[src/rtl/fifo_wr_arbiter.sv]
// -----------------------------------------------------------------------------
// fifo_wr_arbiter
//   Round-robin write arbiter that lets NUM_REQ producers share the single write
//   port of a 16-entry synchronous FIFO. One producer at a time is granted for a
//   burst of at most MAX_BURST words; its data is steered onto the FIFO write
//   pins. The FIFO full flag back-pressures whoever currently holds the grant.
//
// Ports
//   clk        clock, all state on rising edge
//   rst        synchronous active-high reset
//   req        per-producer write request, data valid while high
//   req_data   producer i data in bits [i*DATA_W +: DATA_W]
//   ack        one-hot acceptance, combinational
//   fifo_wr    FIFO write strobe, combinational
//   fifo_din   FIFO write data, combinational (zero when not writing)
//   fifo_full  FIFO full flag
//   grant_id   registered index of the current/last grantee
//   busy       registered, high while a grant is held
// -----------------------------------------------------------------------------
module fifo_wr_arbiter #(
    parameter int NUM_REQ   = 4,
    parameter int DATA_W    = 8,
    parameter int MAX_BURST = 4,
    localparam int IDW      = $clog2(NUM_REQ),
    localparam int BCW      = $clog2(MAX_BURST + 1)
) (
    input  logic                      clk,
    input  logic                      rst,
    input  logic [NUM_REQ-1:0]        req,
    input  logic [NUM_REQ*DATA_W-1:0] req_data,
    output logic [NUM_REQ-1:0]        ack,
    output logic                      fifo_wr,
    output logic [DATA_W-1:0]         fifo_din,
    input  logic                      fifo_full,
    output logic [IDW-1:0]            grant_id,
    output logic                      busy
);

    typedef enum logic {
        IDLE  = 1'b0,
        GRANT = 1'b1
    } state_t;

    state_t           r_state;
    logic [IDW-1:0]   r_rr_ptr;
    logic [IDW-1:0]   r_grant_id;
    logic [BCW-1:0]   r_burst_cnt;

    state_t           w_state_next;
    logic [IDW-1:0]   w_rr_next;
    logic [IDW-1:0]   w_gid_next;
    logic [BCW-1:0]   w_burst_next;
    logic [IDW-1:0]   w_pick;
    logic [IDW-1:0]   w_gid_inc;
    logic [NUM_REQ-1:0] w_ack;
    logic             w_wr;
    logic [DATA_W-1:0] w_din;

    // Scan downward so the requester closest to ptr (smallest offset) is the
    // last one written and therefore wins. Indices wrap explicitly so that a
    // non-power-of-two NUM_REQ never selects a nonexistent requester.
    function automatic logic [IDW-1:0] pickNext(input logic [NUM_REQ-1:0] reqVec,
                                                input logic [IDW-1:0]     ptr);
        logic [IDW-1:0] sel;
        int             idx;
        sel = ptr;
        for (int k = NUM_REQ - 1; k >= 0; k--) begin
            idx = int'(ptr) + k;
            if (idx >= NUM_REQ) begin
                idx = idx - NUM_REQ;
            end
            if (reqVec[idx]) begin
                sel = IDW'(idx);
            end
        end
        return sel;
    endfunction

    assign w_pick    = pickNext(req, r_rr_ptr);
    assign w_gid_inc = (r_grant_id == IDW'(NUM_REQ - 1)) ? '0 : r_grant_id + 1'b1;

    always_ff @(posedge clk) begin
        if (rst) begin
            r_state     <= IDLE;
            r_rr_ptr    <= '0;
            r_grant_id  <= '0;
            r_burst_cnt <= '0;
        end else begin
            r_state     <= w_state_next;
            r_rr_ptr    <= w_rr_next;
            r_grant_id  <= w_gid_next;
            r_burst_cnt <= w_burst_next;
        end
    end

    // In GRANT a word moves only when the grantee is requesting and the FIFO
    // has room; a stall under full holds everything, with no timeout. Ending
    // a grant parks rr_ptr just past the grantee so it becomes lowest priority.
    always_comb begin
        w_state_next = r_state;
        w_rr_next    = r_rr_ptr;
        w_gid_next   = r_grant_id;
        w_burst_next = r_burst_cnt;
        w_ack        = '0;
        w_wr         = 1'b0;
        w_din        = '0;
        case (r_state)
            IDLE: begin
                if (|req) begin
                    w_gid_next   = w_pick;
                    w_burst_next = '0;
                    w_state_next = GRANT;
                end
            end
            GRANT: begin
                if (!req[r_grant_id]) begin
                    w_state_next = IDLE;
                    w_rr_next    = w_gid_inc;
                    w_burst_next = '0;
                end else if (!fifo_full) begin
                    w_wr              = 1'b1;
                    w_ack[r_grant_id] = 1'b1;
                    w_din             = req_data[r_grant_id*DATA_W +: DATA_W];
                    if (r_burst_cnt == BCW'(MAX_BURST - 1)) begin
                        w_state_next = IDLE;
                        w_rr_next    = w_gid_inc;
                        w_burst_next = '0;
                    end else begin
                        w_burst_next = r_burst_cnt + 1'b1;
                    end
                end
            end
            default: begin
                w_state_next = IDLE;
            end
        endcase
    end

    assign ack      = w_ack;
    assign fifo_wr  = w_wr;
    assign fifo_din = w_din;
    assign grant_id = r_grant_id;
    assign busy     = (r_state == GRANT);

endmodule

[config.mk]
export PLATFORM = sky130hd
export DESIGN_NAME = fifo_wr_arbiter
export DESIGN_NICKNAME = d
export VERILOG_FILES = /design/src/rtl/fifo_wr_arbiter.sv
export SDC_FILE = /design/constraint.sdc
export NUM_CORES = 1
export LEC_CHECK = 0
export ABC_AREA = 1
export CAP_MARGIN = 20
export CORE_MARGIN = 5
export CORE_UTILIZATION = 39
export DETAILED_ROUTE_END_ITERATION = 8
export HOLD_SLACK_MARGIN = 0.08
export MAX_ROUTING_LAYER = met4
export PLACE_DENSITY = 0.8
export SKIP_CTS_REPAIR_TIMING = 1
export SLEW_MARGIN = 10
export SYNTH_ARGS = -nofsm -noshare
export SYNTH_HDL_FRONTEND = slang
export SYNTH_SLANG_ARGS = --single-unit
[constraint.sdc]
create_clock -name clk -period 2.2 [get_ports clk]
set_clock_uncertainty 0.1 [all_clocks]
set_input_delay 0.44 -clock clk [delete_from_list [all_inputs] [get_ports clk]]
set_output_delay 0.44 -clock clk [all_outputs]
set_load 0.02 [all_outputs]
Word level (Yosys, flattened, before mapping):

Cells that the tools add are included.
W data, S select, Z words.

* mux-type cells: 47
* reduce and logical (&&, ||, !) cells: 5
* magnitude comparators: 10
* multipliers: 0
* bitwise gates (word level): 1
* add/sub/neg operators: 9
* shift operators: 1
* div/mod/pow operators: 0
* equal/unequal tests: 6

Operator list (count)
* $lt A32 B4 Y1 const B: 4
* $mux W32: 4
* $shiftx A32 B6 Y8: 1
* $mux W8: 3
* $mux W1: 17
* $mux W2: 8
* $mux W3: 4
* $mux W4: 3
* $sub A3 B3 Y4 const B: 3
* $bmux W1 S2: 5
* $ge A3 B3 Y1 const B: 3
* $add A2 B2 Y3 const B: 2
* $pmux W3 S2: 1
* $ne A2 B2 Y1 const B: 2
* $reduce_and A2 Y1: 2
* $reduce_or A4 Y1: 1
* $sub A2 B3 Y4 const B: 1
* $add A2 B1 Y3 const B: 1
* $add A3 B1 Y3 const B: 1
* $eq A3 B2 Y1 const B: 1
* $ge A2 B3 Y1 const B: 1
* $lt A2 B3 Y1 const B: 1
* $ne A3 B3 Y1 const B: 1
* $reduce_and A3 Y1: 1
* 8 further kinds: 8

* bits in latches: 0
* register bits after elaboration: 8
* input port bits: 39
* memory bits (read-only): 0
* memory bits (writable): 0
* logic and storage cells: 83
* memories: 0
* output and inout bits: 16

Logic depth before layout (Yosys ltp):

Gate-level depths: netlist of the first run.

* word-level depth: 10
* mapped depth: 12
* gate-level depth less buffers: 11

Worst setup path before layout of the first run:

OpenSTA, ideal clock, no wires.

* path kind: flip-flop to output port
* start: register r_grant_id[0], in the netlist grant_id[0]
* end: output port fifo_din[0]
* slack: 64 ps
* data required time: 1660 ps
* buffers on the path: 2
* arrival time: 1596 ps
* cell stages (with the launch flop): 11
* cells stage by stage: dfxtp_1 > buf_6 > nand2_1 > nand3_2 > nand2_2 > nor2_4 > inv_2 > nor2_4 > inv_2 > buf_6 > a21oi_2

* cells in the longest elaborated chain, start to end: 4
* elaborated cells on any way between the ends: 6
* classes of those cells: shift (1); mux (5)

Ends and longest elaborated chain
* start: declaration: RTL line 46 `logic [IDW-1:0] r_grant_id;`
* start signal: assignment: RTL line 91 `r_grant_id <= w_gid_next;`
* $shiftx A32 B6 Y8 / $bmux W1 S2 (equally long branches): RTL line 123, 116
* $mux W8 / $mux W1 (equally long branches): RTL line 120, 116
* $mux W8 (*): RTL line 116 `if (!req[r_grant_id]) begin`
* $mux W8 (*): RTL line 107 `case (r_state)`
* end: declaration: RTL line 33 `output logic [DATA_W-1:0] fifo_din,`

Mark *: on every way between the ends. The rest lies on a longest branch, timed or not. The select of a mux whose other input is x is not followed.

Final worst setup path of the first run:

* start: register r_grant_id[0], in the netlist grant_id[0]
* end: output port fifo_din[1]

Same word-level chain as after synthesis.

==> results.tsv, run 1 <==
stage	metric	value	unit
logic_synthesis	avgSynthCellArea	5.51	um2
drt	wire_per_inst	11.8	um
logic_synthesis	synth_largest_area_cell	nand2_1	
clock_network	cts_max_level	1	
logic_synthesis	synth_edf_count	0	
logic_synthesis	yosysTopAreaCellShare	15.9	%
pwr	p_leak	0.857	nW
drt	drc	0	
logic_synthesis	synthArstFlopShare	0	%
setup_path	path_max_fanout	6	
setup_path	required	1.66	ns
clock_network	clk_latency	0.26	ns
setup_path	setup.worst_path.end_class	primary output	
pwr	seq_power_share	21.5	%
final_layout	layout-drive-gt1-share	23.6	%
logic_synthesis	synth_cell_types	22	
timing	setup_viol	0	
die	chipWidth	61.5	um
global_routing	antenna_found_initial	0	
final_layout	final_area	1760	um2
clock_network	cts_tree	done	
die	row_count	18	
logic_synthesis	synthFlopType	dfxtp_1	
die	ios	55	
flow_run	drv_cap	0	
pwr	p_per_area	517	nW/um2
timing	clock.fmax	460	MHz
pwr	power.total	0.909	mW
timing	final_max_slew_viol_count	0	
clock_network	path_clk_slew	0.05	ns
status	status	finished, final reports clean	
logic_synthesis	synth_warnings	0	
logic_synthesis	syn-cell-area	1040	um2
die	die-area	3790	um2
logic_synthesis	syn_inst	188	
pwr	ir_worst_vdd	0.392	mV
drt	dr.pass1.iters	4	
drt	wirelength	3.41	mm
pwr	p_int	0.507	mW
pwr	clkPwrFrac	12.7	%
final_layout	fill_cells	215	
setup_path	reg2reg_slack	0.55	ns
final_layout	antennaDiodeCount	0	
global_routing	grt_max_degree	15	
drt	vias_per_cell	4.81	
pwr	p_switching	0.402	mW
final_layout	area_delta_synth_final	69.6	%
timing	tightest_slew	0.414	ns
global_routing	grt_pass1_wl	4.81	mm
placed_design	gp_congestion	0.864	
timing	period_needed	2.17	ns
logic_synthesis	yosysMostFrequentCell	nand2_1	
min_path	min_path_cells	2	
logic_synthesis	syn_nets	232	
timing	slew_headroom	72.4	%
logic_synthesis	synth_area_leaders	nand2_1, dfxtp_1, nor2_1	
global_routing	grt_use_total	17.1	%
clock_network	cts_sinks	8	
setup_path	crit_arrival	1.63	ns
die	initial_core_util	41.4	%
final_layout	nets	304	
pwr	power_frac_comb	65.8	%
logic_synthesis	ys_ff_latch	8	
timing	tns	0	ns
drt	drtIter0Drc	78	
drt	num_vias	1385	
die	fp.coreArea	2500	um2
global_routing	overflow	0	
drt	postRouteAntennaNets	0	
timing	hold_viol	0	
clock_network	cts_buffers	3	
clock_network	root_buffer	clkbuf_4	
timing	grt_setup_unrepaired	true	
pwr	swShare	44.2	%
setup_path	critPathKind	flop to primary output	
setup_path	reg2reg_depth	11	
placed_design	hpwl	2.65	mm
placed_design	io_buffers	54	
global_routing	grt_pass1_vias	1120	
logic_synthesis	seq_area_frac_synth	15.5	%
setup_path	cp-start-kind	flop	
die	dieHeight	61.5	um
placed_design	dpl_cell_area	1680	um2
clock_network	cts_buffer_depth	2	
timing	period_share	98.8	%
min_path	hold_class	flop to flop	
logic_synthesis	synth_commonest_cells	nand2_1, nor2_1, o21ai_0	
==> metal layers <==
layer / GRT usage, % / wire [um] / vias to the layer above / part of all wire (%)
met2: 26.6 / 1410 / 56 / 41
li1: - / - / 733 / -
met5: - / 0 / - / 0
met4: 5.45 / 66 / 0 / 1.9
met3: 4.40 / 453 / 9 / 13
met1: 21.5 / 1480 / 587 / 43
==> logic make-up after synthesis <==
group / Yosys count / synth area share, %
AOI/OAI and AO/OA: 37 / 20.4
adders and majority gates: 5 / 6.04
buffers and inverters: 30 / 13.0
DFF: 8 / 15.5
and+or+nand+nor: 108 / 45.0
==> state kept, by name, indices dropped and copies added, names as in the netlist <==
signal / cells
r_burst_cnt: 3
r_rr_ptr: 2
grant_id: 2
busy: 1
==> power groups by stage <==
stage	Sequential, mW	Clock, mW	Combinational [mW]
CTS	0.193	0.119	0.570
global route	0.199	0.131	0.663
finish	0.196	0.115	0.598
detailed placement	0.196	0	0.567
floorplan	0.194	0	0.348
global placement	0.196	0	0.560
==> per-stage QoR <==
| stage | hold WS (ns) | std cells | setup slack, ns | utilization (%) |
|---|---|---|---|---|
| 2_1_floorplan | 0.324 | 188 | 0.0645 | - |
| 3_3_place_gp | 0.333 | 280 | -0.621 | 67.3 |
| 6_report | 0.367 | 288 | 0.0272 | 70.3 |
| 3_5_place_dp | 0.342 | 280 | -0.667 | 67.3 |
| 5_1_grt | 0.399 | 288 | -0.0697 | 70.3 |
| 4_1_cts | 0.372 | 283 | -0.678 | 68.2 |
==> placed cells by master, fill, tap and decap left out, drive strengths merged, types with 4 or more instances in the layout <==
cell type,count
buf,31
dlymetal6s2s,5
inv,22
nand2,45
nand3,13
a21oi,13
clkdlybuf4s50,37
dfxtp,8
o21ai,22
ha,5
clkbuf,4
nor2,47
==> layout make-up <==
cell class / count / area [um2] / area share [%]
Sequential cell: 8 / 164 / 9.33
Timing Repair inverter: 1 / 6.26 / 0.356
Inverter: 22 / 90.1 / 5.13
Multi-Input combinational cell: 150 / 761 / 43.3
Clock buffer: 3 / 22.5 / 1.28
Tap cell: 30 / 37.5 / 2.14
Timing Repair Buffer: 74 / 676 / 38.5
==> critical path, stage by stage, from the launching register on <==
cell	delay, ns
dfxtp_4	0.36
inv_4	0.07
nand2_2	0.05
nand3_2	0.08
nand2_2	0.07
nor2_4	0.09
inv_2	0.06
nor2_4	0.19
clkinv_4	0.14
a21oi_4	0.13
buf_6	0.13
==> worst paths after layout <==
path	start	to
max	grant_id[0]$_SDFFE_PP0P_	fifo_din[1]
min	r_burst_cnt[2]$_SDFFE_PP0P_	r_burst_cnt[2]$_SDFFE_PP0P_
max reg2reg	r_rr_ptr[0]$_SDFFE_PP0P_	grant_id[0]$_SDFFE_PP0P_
min reg2reg	r_burst_cnt[2]$_SDFFE_PP0P_	r_burst_cnt[2]$_SDFFE_PP0P_
Power figures use the tool's default switching activity.
==> inputs of run 2 (changes only) <==
--- a/config.mk
+++ b/config.mk
@@ -8,13 +8,14 @@
 export ABC_AREA = 1
 export CAP_MARGIN = 20
 export CORE_MARGIN = 5
-export CORE_UTILIZATION = 39
+export CORE_UTILIZATION = 42
 export DETAILED_ROUTE_END_ITERATION = 8
 export HOLD_SLACK_MARGIN = 0.08
 export MAX_ROUTING_LAYER = met4
-export PLACE_DENSITY = 0.8
+export PLACE_DENSITY = 0.85
 export SKIP_CTS_REPAIR_TIMING = 1
 export SLEW_MARGIN = 10
 export SYNTH_ARGS = -nofsm -noshare
 export SYNTH_HDL_FRONTEND = slang
 export SYNTH_SLANG_ARGS = --single-unit
+export TNS_END_PERCENT = 10
==> constraint.sdc (replaced) <==
create_clock -name clk -period 2.5 [get_ports clk]
set_clock_uncertainty 0.1 [all_clocks]
set_input_delay 0.5 -clock clk [delete_from_list [all_inputs] [get_ports clk]]
set_output_delay 0.5 -clock clk [all_outputs]
set_load 0.02 [all_outputs]
==> run 2 against run 1 <==
Compared with the run above:
- the flow now finishes with violations (negative setup slack)
- global-route usage increased by 1.2 points
- wire length decreased by 6.0%
- utilization decreased by 2.3 points
- power decreased by 17%
- critical path depth unchanged
- count of clock-buffer cells in the layout unchanged
- via count decreased by 1.4%
- non-clock buffer count decreased by 5
- sequential cell count unchanged
- cell count decreased by 2.1%
- combinational power decreased by 19%
==> results.tsv, run 2 (synthesized netlist as in run 1, its figures left out) <==
stage	metric	value	unit
status	status	complete, but fails checks	
status	violations	negative setup slack	
pwr	p_per_area	459	nW/um2
pwr	swShare	44.5	%
drt	num_vias	1365	
global_routing	grt_pass1_wl	5.02	mm
timing	grt_setup_unrepaired	true	
clock_network	cts_buffer_depth	2	
placed_design	dp_slack	-0.448	ns
clock_network	clk_latency	0.25	ns
final_layout	antennaDiodeCount	0	
timing	setup_viol	2	
clock_network	cts_sinks	8	
drt	vias_per_cell	4.84	
placed_design	dpl_cell_area	1670	um2
final_layout	area_delta_synth_final	58.2	%
final_layout	fill_cells	214	
setup_path	path_max_fanout	12	
setup_path	rr_endpoint	r_rr_ptr[0]$_SDFFE_PP0P_	
drt	postRouteAntennaNets	0	
die	fp.coreArea	2410	um2
setup_path	reg2reg_depth	8	
global_routing	grt_pass1_vias	1167	
die	ios	55	
final_layout	final_area	1640	um2
global_routing	overflow	0	
die	die-area	3560	um2
setup_path	crit_arrival	1.91	ns
setup_path	rr_startpoint	r_burst_cnt[0]$_SDFFE_PP0P_	
global_routing	grt_max_degree	21	
timing	final.setup.worst_slack	-0.00608	ns
clock_network	root_buffer	clkbuf_4	
die	dieHeight	59.7	um
final_layout	largest-register	r_burst_cnt	
final_layout	nets	298	
flow_run	drv_cap	0	
timing	period_share	100	%
pwr	seq_power_share	22.2	%
drt	wire_per_inst	11.4	um
die	initial_core_util	43.0	%
final_layout	final_cell_mix	nand2_1, nor2_1, clkdlybuf4s50_1, o21ai_0, inv_1	
pwr	ir_worst_vdd	0.404	mV
setup_path	setup.worst_path.end_class	primary output	
setup_path	cp-start-kind	primary input	
timing	tightest_slew	0.308	ns
placed_design	gp_congestion	0.885	
timing	final_max_slew_viol_count	0	
timing	hold_viol	0	
setup_path	critPathKind	primary input to primary output	
pwr	p_int	0.417	mW
setup_path	reg2reg_slack	0.99	ns
clock_network	cts_max_level	1	
final_layout	fin_util	68.0	%
die	chipWidth	59.7	um
min_path	min_path_cells	2	
final_layout	final_common_cell	nand2_1	
timing	clock.fmax	399	MHz
pwr	p_switching	0.335	mW
timing	period_needed	2.51	ns
placed_design	io_buffers	54	
clock_network	path_clk_slew	0.05	ns
min_path	worst_hold_path.endpoint	r_burst_cnt[2]$_SDFFE_PP0P_	
drt	dr.pass1.iters	5	
min_path	hold_class	flop to flop	
die	row_count	18	
clock_network	cts_buffers	3	
placed_design	hpwl	2.60	mm
pwr	p_leak	0.784	nW
pwr	power.total	0.752	mW
final_layout	layout-drive-gt1-share	19.8	%
pwr	power_frac_comb	64.8	%
global_routing	grt_use_total	18.3	%
final_layout	largest_reg_flops	3	
drt	wirelength	3.20	mm
global_routing	antenna_found_initial	0	
pwr	clkPwrFrac	13.1	%
min_path	hold_start	r_burst_cnt[2]$_SDFFE_PP0P_	
setup_path	required	1.90	ns
drt	drtIter0Drc	105	
clock_network	cts_tree	done	
timing	slew_headroom	79.5	%
drt	drc	0	
## run 2: changes by cell type in the layout (fill, tap and decap cells not counted), moves of 2 or more
| cell | before | now |
|---|---|---|
| inv_4 | 2 | 0 |
| nand2_1 | 42 | 44 |
| clkbuf_2 | 1 | 12 |
| buf_6 | 2 | 0 |
| inv_2 | 2 | 4 |
| a21oi_1 | 5 | 7 |
| clkdlybuf4s50_1 | 37 | 41 |
| buf_4 | 28 | 15 |
| nand2_2 | 3 | 1 |
| dlymetal6s2s_1 | 5 | 1 |
## run 2: worst max-delay path, stage by stage
cell             delay (ns)
clkdlybuf4s50_1        0.47
nand2_1                0.07
nand3_2                0.09
nand2_2                0.07
nor2_4                 0.09
inv_2                  0.06
nor2_4                 0.09
inv_2                  0.14
a21oi_1                0.15
clkbuf_2               0.18
## run 2: worst max path at each step
stage                                   startpoint          end  slack (ns)  depth (start not counted)
after global placement                      req[1]  fifo_din[7]       -0.41                         10
after floorplan           grant_id[0]$_SDFFE_PP0P_  fifo_din[0]        0.30                         10
final                                       req[1]  fifo_din[7]      -0.006                         10
after detailed placement                    req[1]  fifo_din[7]       -0.45                         10
after global routing                        req[3]  fifo_din[7]       -0.14                         10
after CTS                                   req[3]  fifo_din[7]       -0.45                         10
## run 2: metrics by stage
stage / TNS (ns) / hold slack, ns / cells
after floorplan: 0 / 0.324 / 188
after global placement: -4.83 / 0.336 / 279
after detailed placement: -5.25 / 0.340 / 279
after CTS: -5.31 / 0.348 / 282
after global routing: -1.17 / 0.374 / 282
final: -0.00752 / 0.344 / 282
## run 2: cell type report
cell class | instances | area (um2) | share of cell area [%]
clock buffers | 3 | 22.5 | 1.37
flip-flops and latches | 8 | 160 | 9.77
repair buffers | 69 | 596 | 36.3
well taps | 30 | 37.5 | 2.29
inverters | 22 | 82.6 | 5.04
multi-input cells | 150 | 741 | 45.2
## run 2: power by group through the flow
stage               registers [mW]  logic [mW]  clock network (mW)
floorplan                    0.171       0.306                   0
global placement             0.169       0.495                   0
detailed placement           0.169       0.499                   0
CTS                          0.167       0.503              0.0999
global route                 0.170       0.546               0.111
finish                       0.166       0.487              0.0983
## run 2: metal layers
| metal | vias to the layer above | GRT usage (%) | share of wire, % |
|---|---|---|---|
| met5 | - | - | 0 |
| met4 | 0 | 3.80 | 0.56 |
| met3 | 2 | 3.89 | 13 |
| met2 | 59 | 29.9 | 43 |
| met1 | 583 | 23.0 | 43 |
| li1 | 721 | - | - |
==> RTL change 1: new RTL, settings of run 2 <==
Set the parameter `DATA_W` to 6 (it was 8).
--- a/src/rtl/fifo_wr_arbiter.sv
+++ b/src/rtl/fifo_wr_arbiter.sv
@@ -19,7 +19,7 @@
 // -----------------------------------------------------------------------------
 module fifo_wr_arbiter #(
     parameter int NUM_REQ   = 4,
-    parameter int DATA_W    = 8,
+    parameter int DATA_W    = 6,
     parameter int MAX_BURST = 4,
     localparam int IDW      = $clog2(NUM_REQ),
     localparam int BCW      = $clog2(MAX_BURST + 1)
Ports: changed (resized fifo_din and req_data); port bits go from 55 to 45. No check against the original RTL was run, so the function may have changed too.
==> RTL change 1 against run 2 <==
Critical path depth decreased by 2. Clock power up 5%. Global-route usage is 0.96 points higher. Setup slack better by 0.071 ns. Cell area shrank 16%. Area after synthesis down 16%. Routed wire length is 11% lower. Sequential cell count unchanged. Power is 6.6% lower. Critical path type unchanged.
==> RTL change 1: results (changes against run 2) <==
metric;value;unit;change
status;finished clean;;was complete, but fails checks
drt-pass1-iter-count;4;;was 5
place.port_buffers;44;;was 54
p_sw;314;uW;was 335 uW
cp-startpoint;req[3];;was req[1]
worstHoldStart;r_burst_cnt[2];;unchanged
place_hpwl;2320;um;was 2600 um
crit_family;buffers and inverters;;unchanged
path_clk_slew;0.05;ns;about the same
synthAdderAreaFrac;0.0723;;was 0.0604
ys_top_cells_by_area;dfxtp_1 18%, nand2_1 17%, nor2_1 16%;;was nand2_1 16%, dfxtp_1 15%, nor2_1 15%
max_stage_delay;0.50;ns;was 0.47 ns
clock_tree.buffer_depth;2;;unchanged
synth.mux.area_fraction;0;;unchanged
grt_pass1_wl;4710;um;was 5020 um
r2r-start;grant_id[0];;was r_burst_cnt[0]
diodes;0;;unchanged
synth.most_common_cell;nand2_1;;unchanged
top_register;r_burst_cnt;;unchanged
p_leak;0.697;nW;was 0.784 nW
placed_cell_area;0.00139;sq mm;was 0.00167 sq mm
vdd_drop_max;0.000308;V;was 0.000404 V
first_global_vias;1039;;was 1167
wl_per_cell;11.7;um;was 11.4 um
drive_above_1_share;0.144;;was 0.198
yosysSeqAreaShare;0.185;;was 0.155
synth.net_count;197;;was 232
clock_latency;0.26;ns;
synthArstFlopShare;0;;unchanged
max_slew_margin;0.704;;was 0.795
holdWs;0.366;ns;was 0.344 ns
nFillCells;180;;was 214
synth_compound_area_frac;0.194;;was 0.204
hp-class;reg -> reg;;unchanged
crit_fanout;10;;was 12
grt_start_max_net_pins;16;;was 21
nets;253;;was 298
cts_inserted_buffers;3;;unchanged
r2r_setup_slack;0.91;ns;was 0.99 ns
min_to;r_burst_cnt[2];;unchanged
ys_types;19;;was 22
r2r-end;r_burst_cnt[0];;was r_rr_ptr[0]
vias;1184;;was 1365
reg2reg_depth;8;;unchanged
largest_reg_flops;3;;unchanged
gp_congestion;0.876;;was 0.885
setup.worst_path.end;fifo_din[3];;was fifo_din[7]
synthTopCellsByCount;40 x nand2_1, 36 x nor2_1, 18 x inv_1;;was 44 x nand2_1, 41 x nor2_1, 22 x o21ai_0
cts-htree-levels;1;;unchanged
first_iter_violations;29;;was 105
whs_path_depth;2;;unchanged
crit_slowest_cell;clkdlybuf4s50_1;;unchanged
synth_xor_area_frac;0;;unchanged
grt.total_usage;0.192;;was 0.183
==> RTL change 1: power groups by stage <==
stage | registers, mW | clock network (mW) | logic [mW]
after floorplan | 0.179 | 0 | 0.261
after global placement | 0.175 | 0 | 0.417
after detailed placement | 0.177 | 0 | 0.432
after CTS | 0.174 | 0.109 | 0.433
after global routing | 0.178 | 0.117 | 0.481
final | 0.175 | 0.103 | 0.425
==> RTL change 1: layer usage <==
| layer | vias up | part of all wire | routed length (um) | global-route usage |
|---|---|---|---|---|
| li1 | 619 | - | - | - |
| met1 | 523 | 0.45 | 1280 | 0.236 |
| met2 | 40 | 0.50 | 1420 | 0.321 |
| met3 | 2 | 0.042 | 120 | 0.0420 |
| met4 | 0 | 0.0060 | 17 | 0.0417 |
| met5 | - | 0 | 0 | - |
==> RTL change 1: cells by family after synthesis <==
group | after synthesis
DFF | 8
AOI/OAI and AO/OA | 32
buffers and inverters | 26
adders and majority gates | 5
and+or+nand+nor | 90
==> RTL change 1: stage by stage <==
| step | total power [mW] | TNS [ns] | instances | setup WS (ns) |
|---|---|---|---|---|
| 2_1_floorplan | 0.440 | 0 | 161 | 0.269 |
| 3_3_place_gp | 0.592 | -3.57 | 239 | -0.346 |
| 3_5_place_dp | 0.609 | -3.73 | 239 | -0.374 |
| 4_1_cts | 0.716 | -3.84 | 242 | -0.383 |
| 5_1_grt | 0.776 | -0.0524 | 242 | -0.0407 |
| 6_report | 0.702 | 0 | 242 | 0.0650 |
==> RTL change 1: layout make-up <==
class / instances / area (sq um) / share of cell area
clock buffer: 3 / 22.5 / 0.0164
sequential: 8 / 160 / 0.116
inverter: 22 / 82.6 / 0.0600
tap: 27 / 33.8 / 0.0245
timing repair buffer: 55 / 483 / 0.351
multi-input combinational: 127 / 594 / 0.432
==> RTL change 2: new RTL, config.mk and constraints of run 2 <==
Without the edit above. Make the reset (`rst`) asynchronous in one clocked block. Comments in the files are not updated.
--- a/src/rtl/fifo_wr_arbiter.sv
+++ b/src/rtl/fifo_wr_arbiter.sv
@@ -79,7 +79,7 @@
     assign w_pick    = pickNext(req, r_rr_ptr);
     assign w_gid_inc = (r_grant_id == IDW'(NUM_REQ - 1)) ? '0 : r_grant_id + 1'b1;
 
-    always_ff @(posedge clk) begin
+    always_ff @(posedge clk or posedge rst) begin
         if (rst) begin
             r_state     <= IDLE;
             r_rr_ptr    <= '0;
Function: differs if rst is asserted again (counterexample within 4 cycles, from zero or initial values and one cycle with rst high); with rst held inactive, the same outputs for 10 cycles.
==> RTL change 2 against run 2 <==
The flow still finishes with violations (setup timing). Setup slack gained 0.0051 ns. Sequential share of layout area grew 2.9 points. Critical path depth is the same. Global-route usage grew 2.0 points. Area after synthesis shrank 4.0%. Final cell count shrank 5.0%. Routed wire length grew 9.7%. Die area shrank 3.3%. Sequential cell count is the same. Cell area shrank 3.5%.
Power is not compared: it rests on default switching activity, and its combinational part moved more than twofold at a synthesized area within 25%.
==> RTL change 2: results (changes against run 2) <==
metric;value;unit;change
vias;1372;;was 1365
reg2reg_depth;12;;was 8
synth_compound_area_frac;0.215;;was 0.204
synth.mux.area_fraction;0;;unchanged
setup_tns;-0.000984;ns;was -0.00752 ns
status;complete, but fails checks;;unchanged
grt.total_usage;0.202;;was 0.183
nets;286;;was 298
crit_family;buffers and inverters;;unchanged
clock_latency;0.26;ns;
synth_xor_area_frac;0;;unchanged
synthArstFlopShare;1.00;;was 0
max_slew_margin;0.778;;was 0.795
nFillCells;190;;was 214
synthTopCellsByCount;48 x nand2_1, 42 x nor2_1, 24 x o21ai_0;;was 44 x nand2_1, 41 x nor2_1, 22 x o21ai_0
placed_cell_area;0.00161;sq mm;was 0.00167 sq mm
yosysWarnings;0;;unchanged
max_stage_delay;0.49;ns;was 0.47 ns
drt-pass1-iter-count;4;;was 5
clock_tree.buffer_depth;2;;unchanged
synth-main-ff-cell;dfrtp_1;;was dfxtp_1
crit_slowest_cell;clkdlybuf4s50_1;;unchanged
root_buffer;clkbuf_4;;unchanged
critical_path_arrival;1.90;ns;
fin_ws;-0.000984;ns;was -0.00608 ns
r2r-start;r_rr_ptr[0];;was r_burst_cnt[0]
violations;setup timing;;unchanged
first_iter_violations;114;;was 105
path_clk_slew;0.06;ns;
hp-class;in -> async;;was reg -> reg
routed_wl;3510;um;was 3200 um
top_register;r_burst_cnt;;unchanged
r2r-end;grant_id[0];;was r_rr_ptr[0]
synth.net_count;222;;was 232
grt_pass1_wl;5380;um;was 5020 um
ys_types;18;;was 22
place.port_buffers;54;;unchanged
drive_above_1_share;0.158;;was 0.198
cp-startpoint;req[3];;was req[1]
r2r_setup_slack;0.89;ns;was 0.99 ns
place_hpwl;2720;um;was 2600 um
gp_congestion;0.911;;was 0.885
ys_top_cells_by_area;dfrtp_1 20%, nand2_1 18%, nor2_1 16%;;was nand2_1 16%, dfxtp_1 15%, nor2_1 15%
pre_cts_ws;-0.447;ns;was -0.448 ns
cts-htree-levels;1;;unchanged
antenna_found_initial;0;;unchanged
grt_start_max_net_pins;22;;was 21
yosysSeqAreaShare;0.201;;was 0.155
first_global_vias;1267;;was 1167
p_clk_frac;0.065;;
crit_fanout;12;;unchanged
finalSetupViolCount;1;;was 2
synthAdderAreaFrac;0.0629;;was 0.0604
RTL change 2: cell count changes in the layout (fill, tap and decap cells not counted), moves of 4 or more:
| cell | change |
|---|---|
| dfrtp_1 | +8 |
| dfxtp_1 | -8 |
| clkbuf_2 | -5 |
| nor2_2 | -4 |
| nand2_1 | +4 |
| nand3_1 | -4 |
RTL change 2: stage by stage:
stage / util / cells / power, mW
2_1_floorplan: - / 178 / 1.05
3_3_place_gp: 0.722 / 265 / 1.43
3_5_place_dp: 0.722 / 265 / 1.48
4_1_cts: 0.732 / 268 / 1.59
5_1_grt: 0.708 / 268 / 1.72
6_report: 0.708 / 268 / 1.56
RTL change 2: kinds of logic after synthesis:
family,after synthesis
adder cells (fa/ha/maj),5
AO/OA/AOI/OAI,37
flip-flops,8
AND/OR/NAND/NOR,99
buffers and inverters,29
RTL change 2: area by class of cell:
type / count / area share
multi-input combinational: 141 / 0.422
timing repair buffer: 65 / 0.361
sequential: 8 / 0.127
inverter: 23 / 0.0546
tap: 28 / 0.0222
clock buffer: 3 / 0.0142
RTL change 2: layer usage:
layer | vias up | share of wire | global-route usage
li1 | 683 | - | -
met1 | 612 | 0.40 | 0.232
met3 | 5 | 0.10 | 0.0395
met2 | 72 | 0.49 | 0.367
met4 | 0 | 0.0065 | 0.0356
met5 | - | 0 | -
RTL change 2: worst min path at each step:
stage	slack (ns)	to	start	depth (start not counted)
global placement	0.37	r_burst_cnt[2]	r_burst_cnt[2]	1
detailed placement	0.39	r_burst_cnt[2]	r_burst_cnt[2]	1
CTS	0.39	r_burst_cnt[0]	rst	2
global route	0.40	r_rr_ptr[1]	rst	2
finish	0.38	r_rr_ptr[1]	rst	2
floorplan	0.22	busy	rst	1
